File: src/rtl/riscv_core_reorder_buffer_pkg.sv
// Shared types and sizing for the dual-issue reorder buffer and its operand-bypass search.
package riscv_core_reorder_buffer_pkg;

  localparam int unsigned ROB_DEPTH  = 16;
  localparam int unsigned ROB_PTR_W  = $clog2(ROB_DEPTH);
  localparam int unsigned ROB_DATA_W = 32;
  localparam int unsigned ROB_REG_W  = 5;
  localparam int unsigned ROB_NUM_RD = 4;

  typedef logic [ROB_PTR_W-1:0]  rob_ptr_t;
  typedef logic [ROB_PTR_W:0]    rob_cnt_t;
  typedef logic [ROB_DATA_W-1:0] rob_data_t;
  typedef logic [ROB_REG_W-1:0]  rob_reg_t;

  typedef struct packed {
    logic      valid;
    logic      done;
    logic      wen;
    rob_reg_t  dst;
    rob_data_t data;
  } rob_entry_t;

  // An entry may retire or forward once it holds its result.
  function automatic logic rob_entry_ready(input rob_entry_t e);
    return e.valid & e.done;
  endfunction

endpackage

File: src/rtl/riscv_core_reorder_buffer_if.sv
// Issue/writeback/commit/operand-read bundle between the core pipeline and the reorder buffer.
interface riscv_core_reorder_buffer_if;
  import riscv_core_reorder_buffer_pkg::*;

  logic      rob_alloc_req_0, rob_alloc_req_1;
  logic      rob_alloc_wen_0, rob_alloc_wen_1;
  rob_reg_t  rob_alloc_dst_0, rob_alloc_dst_1;
  logic      rob_alloc_rdy;
  rob_ptr_t  rob_alloc_slot_0, rob_alloc_slot_1;

  logic      rob_fill_val_A, rob_fill_val_B;
  rob_ptr_t  rob_fill_slot_A, rob_fill_slot_B;
  rob_data_t rob_fill_data_A, rob_fill_data_B;

  logic      rob_commit_val_1, rob_commit_val_2;
  rob_reg_t  rob_commit_slot_1, rob_commit_slot_2;
  rob_data_t rob_commit_data_1, rob_commit_data_2;
  logic [1:0] rob_retire_cnt;
  logic      rob_full, rob_empty;

  rob_reg_t  rob_rd_reg_0, rob_rd_reg_1, rob_rd_reg_2, rob_rd_reg_3;
  logic      rob_rd_hit_0, rob_rd_hit_1, rob_rd_hit_2, rob_rd_hit_3;
  rob_data_t rob_rd_data_0, rob_rd_data_1, rob_rd_data_2, rob_rd_data_3;

  modport master (
    output rob_alloc_req_0, rob_alloc_req_1, rob_alloc_wen_0, rob_alloc_wen_1,
           rob_alloc_dst_0, rob_alloc_dst_1,
           rob_fill_val_A, rob_fill_val_B, rob_fill_slot_A, rob_fill_slot_B,
           rob_fill_data_A, rob_fill_data_B,
           rob_rd_reg_0, rob_rd_reg_1, rob_rd_reg_2, rob_rd_reg_3,
    input  rob_alloc_rdy, rob_alloc_slot_0, rob_alloc_slot_1,
           rob_commit_val_1, rob_commit_val_2, rob_commit_slot_1, rob_commit_slot_2,
           rob_commit_data_1, rob_commit_data_2, rob_retire_cnt, rob_full, rob_empty,
           rob_rd_hit_0, rob_rd_hit_1, rob_rd_hit_2, rob_rd_hit_3,
           rob_rd_data_0, rob_rd_data_1, rob_rd_data_2, rob_rd_data_3
  );

  modport slave (
    input  rob_alloc_req_0, rob_alloc_req_1, rob_alloc_wen_0, rob_alloc_wen_1,
           rob_alloc_dst_0, rob_alloc_dst_1,
           rob_fill_val_A, rob_fill_val_B, rob_fill_slot_A, rob_fill_slot_B,
           rob_fill_data_A, rob_fill_data_B,
           rob_rd_reg_0, rob_rd_reg_1, rob_rd_reg_2, rob_rd_reg_3,
    output rob_alloc_rdy, rob_alloc_slot_0, rob_alloc_slot_1,
           rob_commit_val_1, rob_commit_val_2, rob_commit_slot_1, rob_commit_slot_2,
           rob_commit_data_1, rob_commit_data_2, rob_retire_cnt, rob_full, rob_empty,
           rob_rd_hit_0, rob_rd_hit_1, rob_rd_hit_2, rob_rd_hit_3,
           rob_rd_data_0, rob_rd_data_1, rob_rd_data_2, rob_rd_data_3
  );

endinterface

File: src/rtl/riscv_core_rob_search.sv
// Youngest-producer search: walks entries oldest->youngest from head so the last match wins.
module riscv_core_rob_search
  import riscv_core_reorder_buffer_pkg::*;
(
  input  rob_entry_t entries [ROB_DEPTH],
  input  rob_ptr_t   head,
  input  rob_reg_t   rd_reg,
  output logic       hit_c,
  output rob_data_t  data_c
);

  rob_ptr_t idx_c;

  always_comb begin
    hit_c  = 1'b0;
    data_c = '0;
    idx_c  = head;
    for (int unsigned i = 0; i < ROB_DEPTH; i++) begin
      idx_c = head + rob_ptr_t'(i);
      // x0 is hard-wired, so it never forwards.
      if ((rd_reg != '0) && rob_entry_ready(entries[idx_c]) && entries[idx_c].wen &&
          (entries[idx_c].dst == rd_reg)) begin
        hit_c  = 1'b1;
        data_c = entries[idx_c].data;
      end
    end
  end

endmodule

File: src/rtl/riscv_core_reorder_buffer.sv
// 2-wide in-order-commit reorder buffer: dual alloc at issue, dual fill at W, up to 2 retires per cycle.
// Optional operand bypass search enabled by defining RISCV_ROB_BYP_READ_EN.
module riscv_core_reorder_buffer
  import riscv_core_reorder_buffer_pkg::*;
(
  input  logic clk,
  input  logic reset,
  riscv_core_reorder_buffer_if.slave rob
);

  rob_entry_t entries_q [ROB_DEPTH];
  rob_ptr_t   head_q, tail_q;
  rob_cnt_t   count_q;

  logic       alloc_rdy_c;
  logic [1:0] nalloc_c;
  rob_ptr_t   head1_c, slot_1_c;
  logic       r1_c, r2_c;
  logic [1:0] retire_cnt_c;
  logic       fill_a_ok_c, fill_b_ok_c;
  logic       commit_val_1_c, commit_val_2_c;

  // Alloc grant, commit selection and fill legality, all from registered state.
  always_comb begin
    alloc_rdy_c  = (count_q <= rob_cnt_t'(ROB_DEPTH - 2));
    nalloc_c     = alloc_rdy_c ? (2'({1'b0, rob.rob_alloc_req_0}) + 2'({1'b0, rob.rob_alloc_req_1}))
                               : 2'd0;
    slot_1_c     = tail_q + rob_ptr_t'(rob.rob_alloc_req_0);
    head1_c      = head_q + rob_ptr_t'(1);
    r1_c         = rob_entry_ready(entries_q[head_q]);
    r2_c         = r1_c & rob_entry_ready(entries_q[head1_c]);
    retire_cnt_c = 2'({1'b0, r1_c}) + 2'({1'b0, r2_c});
    fill_a_ok_c  = rob.rob_fill_val_A & entries_q[rob.rob_fill_slot_A].valid &
                   ~entries_q[rob.rob_fill_slot_A].done;
    // A and B hitting the same slot is illegal; A's write is the one kept.
    fill_b_ok_c  = rob.rob_fill_val_B &
                   ~(rob.rob_fill_val_A && (rob.rob_fill_slot_A == rob.rob_fill_slot_B)) &
                   entries_q[rob.rob_fill_slot_B].valid & ~entries_q[rob.rob_fill_slot_B].done;
    commit_val_1_c = r1_c & entries_q[head_q].wen;
    commit_val_2_c = r2_c & entries_q[head1_c].wen;
  end

  assign rob.rob_alloc_rdy     = alloc_rdy_c;
  assign rob.rob_alloc_slot_0  = tail_q;
  assign rob.rob_alloc_slot_1  = slot_1_c;
  assign rob.rob_commit_val_1  = commit_val_1_c;
  assign rob.rob_commit_val_2  = commit_val_2_c;
  assign rob.rob_commit_slot_1 = commit_val_1_c ? entries_q[head_q].dst   : '0;
  assign rob.rob_commit_slot_2 = commit_val_2_c ? entries_q[head1_c].dst  : '0;
  assign rob.rob_commit_data_1 = commit_val_1_c ? entries_q[head_q].data  : '0;
  assign rob.rob_commit_data_2 = commit_val_2_c ? entries_q[head1_c].data : '0;
  assign rob.rob_retire_cnt    = retire_cnt_c;
  assign rob.rob_full          = (count_q == rob_cnt_t'(ROB_DEPTH));
  assign rob.rob_empty         = (count_q == '0);

  // Retire, fill and alloc touch disjoint entries: retire needs done, fill needs !done, alloc needs !valid.
  always_ff @(posedge clk) begin
    if (reset) begin
      head_q  <= '0;
      tail_q  <= '0;
      count_q <= '0;
      for (int unsigned i = 0; i < ROB_DEPTH; i++) entries_q[rob_ptr_t'(i)] <= '0;
    end else begin
      if (r1_c) entries_q[head_q].valid  <= 1'b0;
      if (r2_c) entries_q[head1_c].valid <= 1'b0;
      if (fill_a_ok_c) begin
        entries_q[rob.rob_fill_slot_A].done <= 1'b1;
        entries_q[rob.rob_fill_slot_A].data <= rob.rob_fill_data_A;
      end
      if (fill_b_ok_c) begin
        entries_q[rob.rob_fill_slot_B].done <= 1'b1;
        entries_q[rob.rob_fill_slot_B].data <= rob.rob_fill_data_B;
      end
      if (alloc_rdy_c && rob.rob_alloc_req_0)
        entries_q[tail_q] <= '{valid: 1'b1, done: 1'b0, wen: rob.rob_alloc_wen_0,
                               dst: rob.rob_alloc_dst_0, data: '0};
      if (alloc_rdy_c && rob.rob_alloc_req_1)
        entries_q[slot_1_c] <= '{valid: 1'b1, done: 1'b0, wen: rob.rob_alloc_wen_1,
                                 dst: rob.rob_alloc_dst_1, data: '0};
      head_q  <= head_q + rob_ptr_t'(retire_cnt_c);
      tail_q  <= tail_q + rob_ptr_t'(nalloc_c);
      count_q <= count_q + rob_cnt_t'(nalloc_c) - rob_cnt_t'(retire_cnt_c);
    end
  end

  rob_reg_t  [ROB_NUM_RD-1:0] rd_reg_c;
  logic      [ROB_NUM_RD-1:0] rd_hit_c;
  rob_data_t [ROB_NUM_RD-1:0] rd_data_c;

  assign rd_reg_c = {rob.rob_rd_reg_3, rob.rob_rd_reg_2, rob.rob_rd_reg_1, rob.rob_rd_reg_0};

`ifdef RISCV_ROB_BYP_READ_EN
  for (genvar k = 0; k < ROB_NUM_RD; k++) begin : g_rd
    riscv_core_rob_search u_search (
      .entries (entries_q),
      .head    (head_q),
      .rd_reg  (rd_reg_c[k]),
      .hit_c   (rd_hit_c[k]),
      .data_c  (rd_data_c[k])
    );
  end
`else
  logic unused_rd_c;
  assign unused_rd_c = ^rd_reg_c;
  assign rd_hit_c    = '0;
  assign rd_data_c   = '0;
`endif

  assign rob.rob_rd_hit_0  = rd_hit_c[0];
  assign rob.rob_rd_hit_1  = rd_hit_c[1];
  assign rob.rob_rd_hit_2  = rd_hit_c[2];
  assign rob.rob_rd_hit_3  = rd_hit_c[3];
  assign rob.rob_rd_data_0 = rd_data_c[0];
  assign rob.rob_rd_data_1 = rd_data_c[1];
  assign rob.rob_rd_data_2 = rd_data_c[2];
  assign rob.rob_rd_data_3 = rd_data_c[3];

endmodule

File: src/flat_wrapper.sv
// flat-port wrapper written by rule: the top's interface ports become plain ports
module riscv_core_reorder_buffer_flat import riscv_core_reorder_buffer_pkg::*;
  (clk, reset, rob_rob_alloc_req_0, rob_rob_alloc_req_1, rob_rob_alloc_wen_0, rob_rob_alloc_wen_1, rob_rob_alloc_dst_0, rob_rob_alloc_dst_1, rob_rob_fill_val_A, rob_rob_fill_val_B, rob_rob_fill_slot_A, rob_rob_fill_slot_B, rob_rob_fill_data_A, rob_rob_fill_data_B, rob_rob_rd_reg_0, rob_rob_rd_reg_1, rob_rob_rd_reg_2, rob_rob_rd_reg_3, rob_rob_alloc_rdy, rob_rob_alloc_slot_0, rob_rob_alloc_slot_1, rob_rob_commit_val_1, rob_rob_commit_val_2, rob_rob_commit_slot_1, rob_rob_commit_slot_2, rob_rob_commit_data_1, rob_rob_commit_data_2, rob_rob_retire_cnt, rob_rob_full, rob_rob_empty, rob_rob_rd_hit_0, rob_rob_rd_hit_1, rob_rob_rd_hit_2, rob_rob_rd_hit_3, rob_rob_rd_data_0, rob_rob_rd_data_1, rob_rob_rd_data_2, rob_rob_rd_data_3);
  riscv_core_reorder_buffer_if rob_i ();
  input  logic clk;
  input  logic reset;
  input wire logic [$bits(rob_i.rob_alloc_req_0)-1:0] rob_rob_alloc_req_0;
  input wire logic [$bits(rob_i.rob_alloc_req_1)-1:0] rob_rob_alloc_req_1;
  input wire logic [$bits(rob_i.rob_alloc_wen_0)-1:0] rob_rob_alloc_wen_0;
  input wire logic [$bits(rob_i.rob_alloc_wen_1)-1:0] rob_rob_alloc_wen_1;
  input wire logic [$bits(rob_i.rob_alloc_dst_0)-1:0] rob_rob_alloc_dst_0;
  input wire logic [$bits(rob_i.rob_alloc_dst_1)-1:0] rob_rob_alloc_dst_1;
  input wire logic [$bits(rob_i.rob_fill_val_A)-1:0] rob_rob_fill_val_A;
  input wire logic [$bits(rob_i.rob_fill_val_B)-1:0] rob_rob_fill_val_B;
  input wire logic [$bits(rob_i.rob_fill_slot_A)-1:0] rob_rob_fill_slot_A;
  input wire logic [$bits(rob_i.rob_fill_slot_B)-1:0] rob_rob_fill_slot_B;
  input wire logic [$bits(rob_i.rob_fill_data_A)-1:0] rob_rob_fill_data_A;
  input wire logic [$bits(rob_i.rob_fill_data_B)-1:0] rob_rob_fill_data_B;
  input wire logic [$bits(rob_i.rob_rd_reg_0)-1:0] rob_rob_rd_reg_0;
  input wire logic [$bits(rob_i.rob_rd_reg_1)-1:0] rob_rob_rd_reg_1;
  input wire logic [$bits(rob_i.rob_rd_reg_2)-1:0] rob_rob_rd_reg_2;
  input wire logic [$bits(rob_i.rob_rd_reg_3)-1:0] rob_rob_rd_reg_3;
  output wire logic [$bits(rob_i.rob_alloc_rdy)-1:0] rob_rob_alloc_rdy;
  output wire logic [$bits(rob_i.rob_alloc_slot_0)-1:0] rob_rob_alloc_slot_0;
  output wire logic [$bits(rob_i.rob_alloc_slot_1)-1:0] rob_rob_alloc_slot_1;
  output wire logic [$bits(rob_i.rob_commit_val_1)-1:0] rob_rob_commit_val_1;
  output wire logic [$bits(rob_i.rob_commit_val_2)-1:0] rob_rob_commit_val_2;
  output wire logic [$bits(rob_i.rob_commit_slot_1)-1:0] rob_rob_commit_slot_1;
  output wire logic [$bits(rob_i.rob_commit_slot_2)-1:0] rob_rob_commit_slot_2;
  output wire logic [$bits(rob_i.rob_commit_data_1)-1:0] rob_rob_commit_data_1;
  output wire logic [$bits(rob_i.rob_commit_data_2)-1:0] rob_rob_commit_data_2;
  output wire logic [$bits(rob_i.rob_retire_cnt)-1:0] rob_rob_retire_cnt;
  output wire logic [$bits(rob_i.rob_full)-1:0] rob_rob_full;
  output wire logic [$bits(rob_i.rob_empty)-1:0] rob_rob_empty;
  output wire logic [$bits(rob_i.rob_rd_hit_0)-1:0] rob_rob_rd_hit_0;
  output wire logic [$bits(rob_i.rob_rd_hit_1)-1:0] rob_rob_rd_hit_1;
  output wire logic [$bits(rob_i.rob_rd_hit_2)-1:0] rob_rob_rd_hit_2;
  output wire logic [$bits(rob_i.rob_rd_hit_3)-1:0] rob_rob_rd_hit_3;
  output wire logic [$bits(rob_i.rob_rd_data_0)-1:0] rob_rob_rd_data_0;
  output wire logic [$bits(rob_i.rob_rd_data_1)-1:0] rob_rob_rd_data_1;
  output wire logic [$bits(rob_i.rob_rd_data_2)-1:0] rob_rob_rd_data_2;
  output wire logic [$bits(rob_i.rob_rd_data_3)-1:0] rob_rob_rd_data_3;
  assign rob_i.rob_alloc_req_0 = rob_rob_alloc_req_0;
  assign rob_i.rob_alloc_req_1 = rob_rob_alloc_req_1;
  assign rob_i.rob_alloc_wen_0 = rob_rob_alloc_wen_0;
  assign rob_i.rob_alloc_wen_1 = rob_rob_alloc_wen_1;
  assign rob_i.rob_alloc_dst_0 = rob_rob_alloc_dst_0;
  assign rob_i.rob_alloc_dst_1 = rob_rob_alloc_dst_1;
  assign rob_i.rob_fill_val_A = rob_rob_fill_val_A;
  assign rob_i.rob_fill_val_B = rob_rob_fill_val_B;
  assign rob_i.rob_fill_slot_A = rob_rob_fill_slot_A;
  assign rob_i.rob_fill_slot_B = rob_rob_fill_slot_B;
  assign rob_i.rob_fill_data_A = rob_rob_fill_data_A;
  assign rob_i.rob_fill_data_B = rob_rob_fill_data_B;
  assign rob_i.rob_rd_reg_0 = rob_rob_rd_reg_0;
  assign rob_i.rob_rd_reg_1 = rob_rob_rd_reg_1;
  assign rob_i.rob_rd_reg_2 = rob_rob_rd_reg_2;
  assign rob_i.rob_rd_reg_3 = rob_rob_rd_reg_3;
  assign rob_rob_alloc_rdy = rob_i.rob_alloc_rdy;
  assign rob_rob_alloc_slot_0 = rob_i.rob_alloc_slot_0;
  assign rob_rob_alloc_slot_1 = rob_i.rob_alloc_slot_1;
  assign rob_rob_commit_val_1 = rob_i.rob_commit_val_1;
  assign rob_rob_commit_val_2 = rob_i.rob_commit_val_2;
  assign rob_rob_commit_slot_1 = rob_i.rob_commit_slot_1;
  assign rob_rob_commit_slot_2 = rob_i.rob_commit_slot_2;
  assign rob_rob_commit_data_1 = rob_i.rob_commit_data_1;
  assign rob_rob_commit_data_2 = rob_i.rob_commit_data_2;
  assign rob_rob_retire_cnt = rob_i.rob_retire_cnt;
  assign rob_rob_full = rob_i.rob_full;
  assign rob_rob_empty = rob_i.rob_empty;
  assign rob_rob_rd_hit_0 = rob_i.rob_rd_hit_0;
  assign rob_rob_rd_hit_1 = rob_i.rob_rd_hit_1;
  assign rob_rob_rd_hit_2 = rob_i.rob_rd_hit_2;
  assign rob_rob_rd_hit_3 = rob_i.rob_rd_hit_3;
  assign rob_rob_rd_data_0 = rob_i.rob_rd_data_0;
  assign rob_rob_rd_data_1 = rob_i.rob_rd_data_1;
  assign rob_rob_rd_data_2 = rob_i.rob_rd_data_2;
  assign rob_rob_rd_data_3 = rob_i.rob_rd_data_3;
  riscv_core_reorder_buffer u_core (.clk(clk), .reset(reset), .rob(rob_i));
endmodule
File: config.mk
export PLATFORM = sky130hd
export DESIGN_NAME = riscv_core_reorder_buffer_flat
export DESIGN_NICKNAME = d
export VERILOG_FILES = /design/src/rtl/riscv_core_reorder_buffer_pkg.sv /design/src/rtl/riscv_core_reorder_buffer_if.sv /design/src/rtl/riscv_core_rob_search.sv /design/src/rtl/riscv_core_reorder_buffer.sv /design/src/flat_wrapper.sv
export SDC_FILE = /design/constraint.sdc
export NUM_CORES = 2
export LEC_CHECK = 0
export BUFFER_PORTS_ARGS = -buffer_cell sky130_fd_sc_hd__buf_4
export CAP_MARGIN = 20
export CORE_AREA = 2 2 298 300
export CTS_BUF_LIST = sky130_fd_sc_hd__clkbuf_8
export DETAILED_ROUTE_END_ITERATION = 8
export DIE_AREA = 0 0 300 302
export PLACE_DENSITY = 0.6
export SLEW_MARGIN = 10
export SYNTH_ARGS = -nofsm -noshare
export SYNTH_HDL_FRONTEND = slang
export SYNTH_SLANG_ARGS = --single-unit
File: constraint.sdc
create_clock -name clk -period 10.6 [get_ports clk]
set_input_delay 1.06 -clock clk [delete_from_list [all_inputs] [get_ports clk]]
set_output_delay 1.06 -clock clk [all_outputs]
set_load 0.02 [all_outputs]
---- After elaboration in Yosys (flattened, before gate mapping) ----
Memory sizes are Yosys's and may differ from the RTL's. A register that Yosys moved wholly into a read port is not among the register bits.
Cells that the tools add are included.
cells by class
  add/subtract/negate cells ............... 8
  $lt $le $gt $ge ......................... 1
  eq/ne operators ......................... 2
  mux-type cells .......................... 44
  bitwise logic cells ..................... 13
  reductions and logical operators ........ 10
operator list
  operator                                             count
  2-to-1 mux 40 bit                                    6
  OR reduction 40 bit                                  6
  2-to-1 mux 32 bit                                    2
  2-to-1 mux 4 bit                                     7
  2-to-1 mux 1 bit                                     22
  bitwise AND 1 bit                                    10
  2-to-1 mux 2 bit                                     5
  2-to-1 mux 5 bit                                     2
  adder 4 x 2 -> 4 bit                                 2
  adder 5 x 2 -> 5 bit                                 1
  == test 5 bit, second input constant                 1
  <= comparator 5 x 4 -> 1 bit, second input constant  1
  zero test 5 bit                                      1
  subtractor 5 x 2 -> 5 bit                            1
  adder 1 x 1 -> 2 bit                                 2
  adder 4 x 1 -> 4 bit                                 1
  adder 4 x 1 -> 4 bit, second input constant          1
  == test 4 bit                                        1
  logical AND 1 bit                                    3
  inverter 1 bit                                       3
word-level totals
  register bits after elaboration ......... 13
  RAM bits ................................ 640
  input bits .............................. 110
  output and inout bits ................... 221
  word-level logic and storage cells ...... 82
  memories ................................ 1
memories
  memory            words  width  read ports  clocked after Yosys merged registers in  wr ports  RTL line                         RTL
  u_core.entries_q  16     40     4           1                                        16        riscv_core_reorder_buffer.sv:11  rob_entry_t entries_q [ROB_DEPTH];

---- Logic depth before layout (Yosys ltp) ----
  depth after elaboration ................. 11
  depth in mapped cells ................... 21
  gate-level depth less buffers ........... 18

---- Least setup slack after synthesis ----
OpenSTA, ideal clock, no wires.
  kind .................................... register to output
  start ................................... reg u_core.head_q[0]
  end ..................................... out rob_rob_commit_data_2[0]
  arrival time ............................ 3382 ps
  required time ........................... 9540 ps
  setup slack ............................. 6158 ps
  cell stages (with the launch flop) ...... 11
  path buffers ............................ 5
  cell sequence ........................... dfxtp_1 clkinv_1 ha_1 buf_2 buf_2 buf_2 clkbuf_1 clkbuf_1 mux4_2 mux4_2 and2_1
on the way
  word-level cells in the longest chain between the ends .. 6
ends and longest elaborated chain
  item                           RTL line                             RTL
  start, declared                riscv_core_reorder_buffer.sv:12      rob_ptr_t head_q, tail_q;
  start signal, assigned         riscv_core_reorder_buffer.sv:80      head_q <= head_q + rob_ptr_t'(retire_cnt_c);
  adder 4 x 1 -> 4 bit (*)       riscv_core_reorder_buffer.sv:29      head1_c = head_q + rob_ptr_t'(1);
  memory read (16 x 40 bit) (*)  n/a
  bitwise AND 1 bit              riscv_core_reorder_buffer_pkg.sv:25  return e.valid & e.done;
  bitwise AND 1 bit              riscv_core_reorder_buffer.sv:31      r2_c = r1_c & rob_entry_ready(entries_q[head1_c]);
  bitwise AND 1 bit              riscv_core_reorder_buffer.sv:40      commit_val_2_c = r2_c & entries_q[head1_c].wen;
  2-to-1 mux 32 bit (*)          riscv_core_reorder_buffer.sv:51      assign rob.rob_commit_data_2 = commit_val_2_c ? entries_q[head1_c].data : '0;
  end, declared                  flat_wrapper.sv:31                   output wire logic [$bits(rob_i.rob_commit_data_2)-1:0] rob_rob_commit_data_2;
Every way passes the cells marked *; elsewhere a longest branch is shown, timed or not.

---- Final worst setup path ----
  start ................................... reg u_core.head_q[0]
  end ..................................... out rob_rob_commit_data_2[21]
The elaborated chain is that of the path after synthesis.

==> results.toml <==
[clock_tree]
cts_inserted_buffers = 116
clk_path_buf_depth = 3
cts_tree = "yes"
clkLatencyLatePin_ps = 800
holdBufCountCts = 0
cts_setup_buffers = 0
clockRootBuffer = "clkbuf_8"
clock-sinks = 653
cts_resized = 0
htreeDepth = 3
clk_pin_slew_ps = 60

[run]
cap_violations = 0

[synthesis]
yosysSeqAreaShare_pct = 36.1
syn_inst = 3660
syn_avg_cell_area_um2 = 10.6
synth_edf_count = 96
netlist_area_um2 = 38900
ys_top_cells_by_area = "dfxtp_1 29%, mux4_2 22%, edfxtp_1 7.4%"
yosys_warnings = 0
synth-main-ff-cell = "dfxtp_1"
yosysTopAreaCellShare_pct = 28.6
yosysTopAreaCell = "dfxtp_1"
ys_types = 93
postSynth.asyncResetShare_pct = 0
synth_seq_cells = 653

[pwr]
power.density_nw_per_um2 = 142
report.power.total_mw = 6.07
peakVddDrop_mv = 0.153
power_leakage_nw = 16.0

[sta]
fin_worst_skew_ps = 52.0
rsz0062_at_grt = "no"
timing.setup.tns_ps = 0
timing.final.crit_share_pct = 71.3
period_minus_slack_ps = 7560
final-setup-viol-count = 0
drv_slew = 0
fmax_mhz = 132
hold_viol_final = 0
relSlewSlack_pct = 14.6
tightest_slew_ps = 1280
setup_ws_ps = 3040

[critical_path]
critPathSlowestCell = "ha_4"
cpMostUsedCell = "buf_4"
arrival_ps = 6500
required_ps = 9540
startpoint_type = "flip-flop"
worstSetupEndpointType = "primary output"
critPathMaxFanout = 53
crit_type = "flip-flop to primary output"
critical_path.cell_chain = "clkinv_1, ha_4, buf_4, buf_4, mux4_2, mux4_2, and2_1, buf_4"
cpPeakStageDelay_ps = 920

[placed_design]
placed_area_um2 = 40500
gp_congestion = 0.874
place_hpwl_mm = 85.2
preCtsSetupSlack_ps = 3810
place.port_buffers = 178

[outcome]
outcome = "finished, final reports clean"

[detailed_routing]
drt.antenna.violating_nets = 0
dr.pass1.iters = 6
vias_per_cell = 6.99
vias = 34000
drc = 0
wl_mm = 158
route.detailed.wl_per_inst_um = 32.4
first_iter_violations = 5552

[floorplan]
core_um2 = 87600
num_rows = 109
die_y_um = 302
dieArea_um2 = 90600
io_pins = 331
die_w_um = 300
start_util_pct = 44.5

[grt]
grt_overflow = 0
grtUsageTotal_pct = 33.8
grt_pass1_wl_mm = 225
grt_pass1_vias = 31900
grt_max_degree = 109
antenna_found_initial = 10

[cells_and_area]
fin_util_pct = 49.0
drive_gt1_share_pct = 24.5
synthToLayoutAreaGrowth_pct = 10.1
final_area_um2 = 42900
fin_nets = 3738

[min_path]
worstHoldPathType = "flip-flop to flip-flop"
-- path summary, 6_finish.rpt --
| kind | start | endpoint | slack (ps) | depth (start not counted) |
|---|---|---|---|---|
| max | u_core.head_q[0] | rob_rob_commit_data_2[21] | 3040 | 8 |
| min | u_core.entries_q[12][29] | u_core.entries_q[12][29] | 450 | 2 |
| max reg2reg | u_core.head_q[0] | u_core.count_q[4] | 4300 | 18 |
| min reg2reg | u_core.entries_q[12][29] | u_core.entries_q[12][29] | 450 | 2 |
-- routing by layer --
layer	GRT usage, %	wire length [um]	up-vias
met5	0	60	-
li1	-	-	14000
met4	18.0	9470	10
met1	46.4	60000	16800
met2	49.4	67400	2691
met3	8.32	20900	546
-- worst max-delay path: cells and delay by family (launching register included) --
| family | cells | cell delay (ps) |
|---|---|---|
| buf+inv | 4 | 2440 |
| fa+ha+maj | 1 | 920 |
| simple gates | 1 | 200 |
| mux | 2 | 1160 |
| flops | 1 | 880 |
-- state kept, by name, indices dropped and copies added (netlist names) --
name                         count
u_core.head_q                    4
u_core.entries_q               640
u_core.count_q                   5
u_core.rob.rob_alloc_slot_0      4
-- cells by family (layout without fill, tap and decap cells) --
kind of cell / count (synthesis) / in the layout / synth area share, %
adders and majority gates: 25 / 25 / 0.861
muxes: 409 / 409 / 23.0
other: 1 / 141 / 0.00963
AOI/OAI and AO/OA: 1087 / 1087 / 21.6
DFF: 653 / 653 / 36.1
and+or+nand+nor: 861 / 861 / 10.8
xor gates and xnor gates: 18 / 18 / 0.405
buffers and inverters: 606 / 506 / 7.35
-- cell usage after synthesis (54+ instances only) --
master	count
a22o_1	169
a222oi_1	54
o2bb2ai_1	96
nand2_1	323
clkbuf_1	317
nor2_1	198
buf_2	67
a21o_1	65
edfxtp_1	96
dfxtp_1	557
o21ai_0	116
mux4_2	387
a22oi_1	239
nand3_1	61
nor2b_1	56
a21oi_1	129
a221o_1	96
buf_4	134
-- layout by cell type, fill, tap and decap left out, types with 14 or more instances in the layout --
cell type  synthesis  routed
a31oi_1           15      15
a222oi_1          54      54
o2bb2ai_1         96      96
ha_1              22      21
nor2_1           198     195
edfxtp_1          96      96
a221o_1           96      96
a21oi_1          129     128
mux2i_1           19      19
and2_1            44      41
nor2b_1           56      52
inv_1             44      80
a32oi_1           35      35
mux4_2           387     387
nand2_1          323     323
buf_4            134     252
clkinv_2           0      14
dfxtp_1          557     554
nand2b_1          15      14
clkbuf_8           0     148
a21o_1            65      65
conb_1             1     132
nand3_1           61      61
o21ai_0          116     116
nor3_1            32      28
a22o_1           169     169
a22oi_1          239     239
and3_1            43      39
-- report_power, final --
part	leakage [nW]	internal (mW)	switching, mW
logic	9.17	0.308	0.638
clock network	1.35	1.25	1.15
registers	5.51	2.62	0.0962
-- metrics by stage --
step / cells / hold WS, ps
detailed placement: 4649 / 440
floorplan: 3791 / 425
finish: 4865 / 445
global placement: 4649 / 433
global route: 4859 / 465
CTS: 4855 / 451
-- cell type report --
type	instances	area, um2
antenna	9	22.5
clock buffer	148	2040
clock inverter	58	293
fill	8057	44700
inverter	46	175
multi-input combinational	2532	22900
sequential	653	14000
tap	1165	1460
timing repair buffer	254	1920
Power figures use the tool's default switching activity.
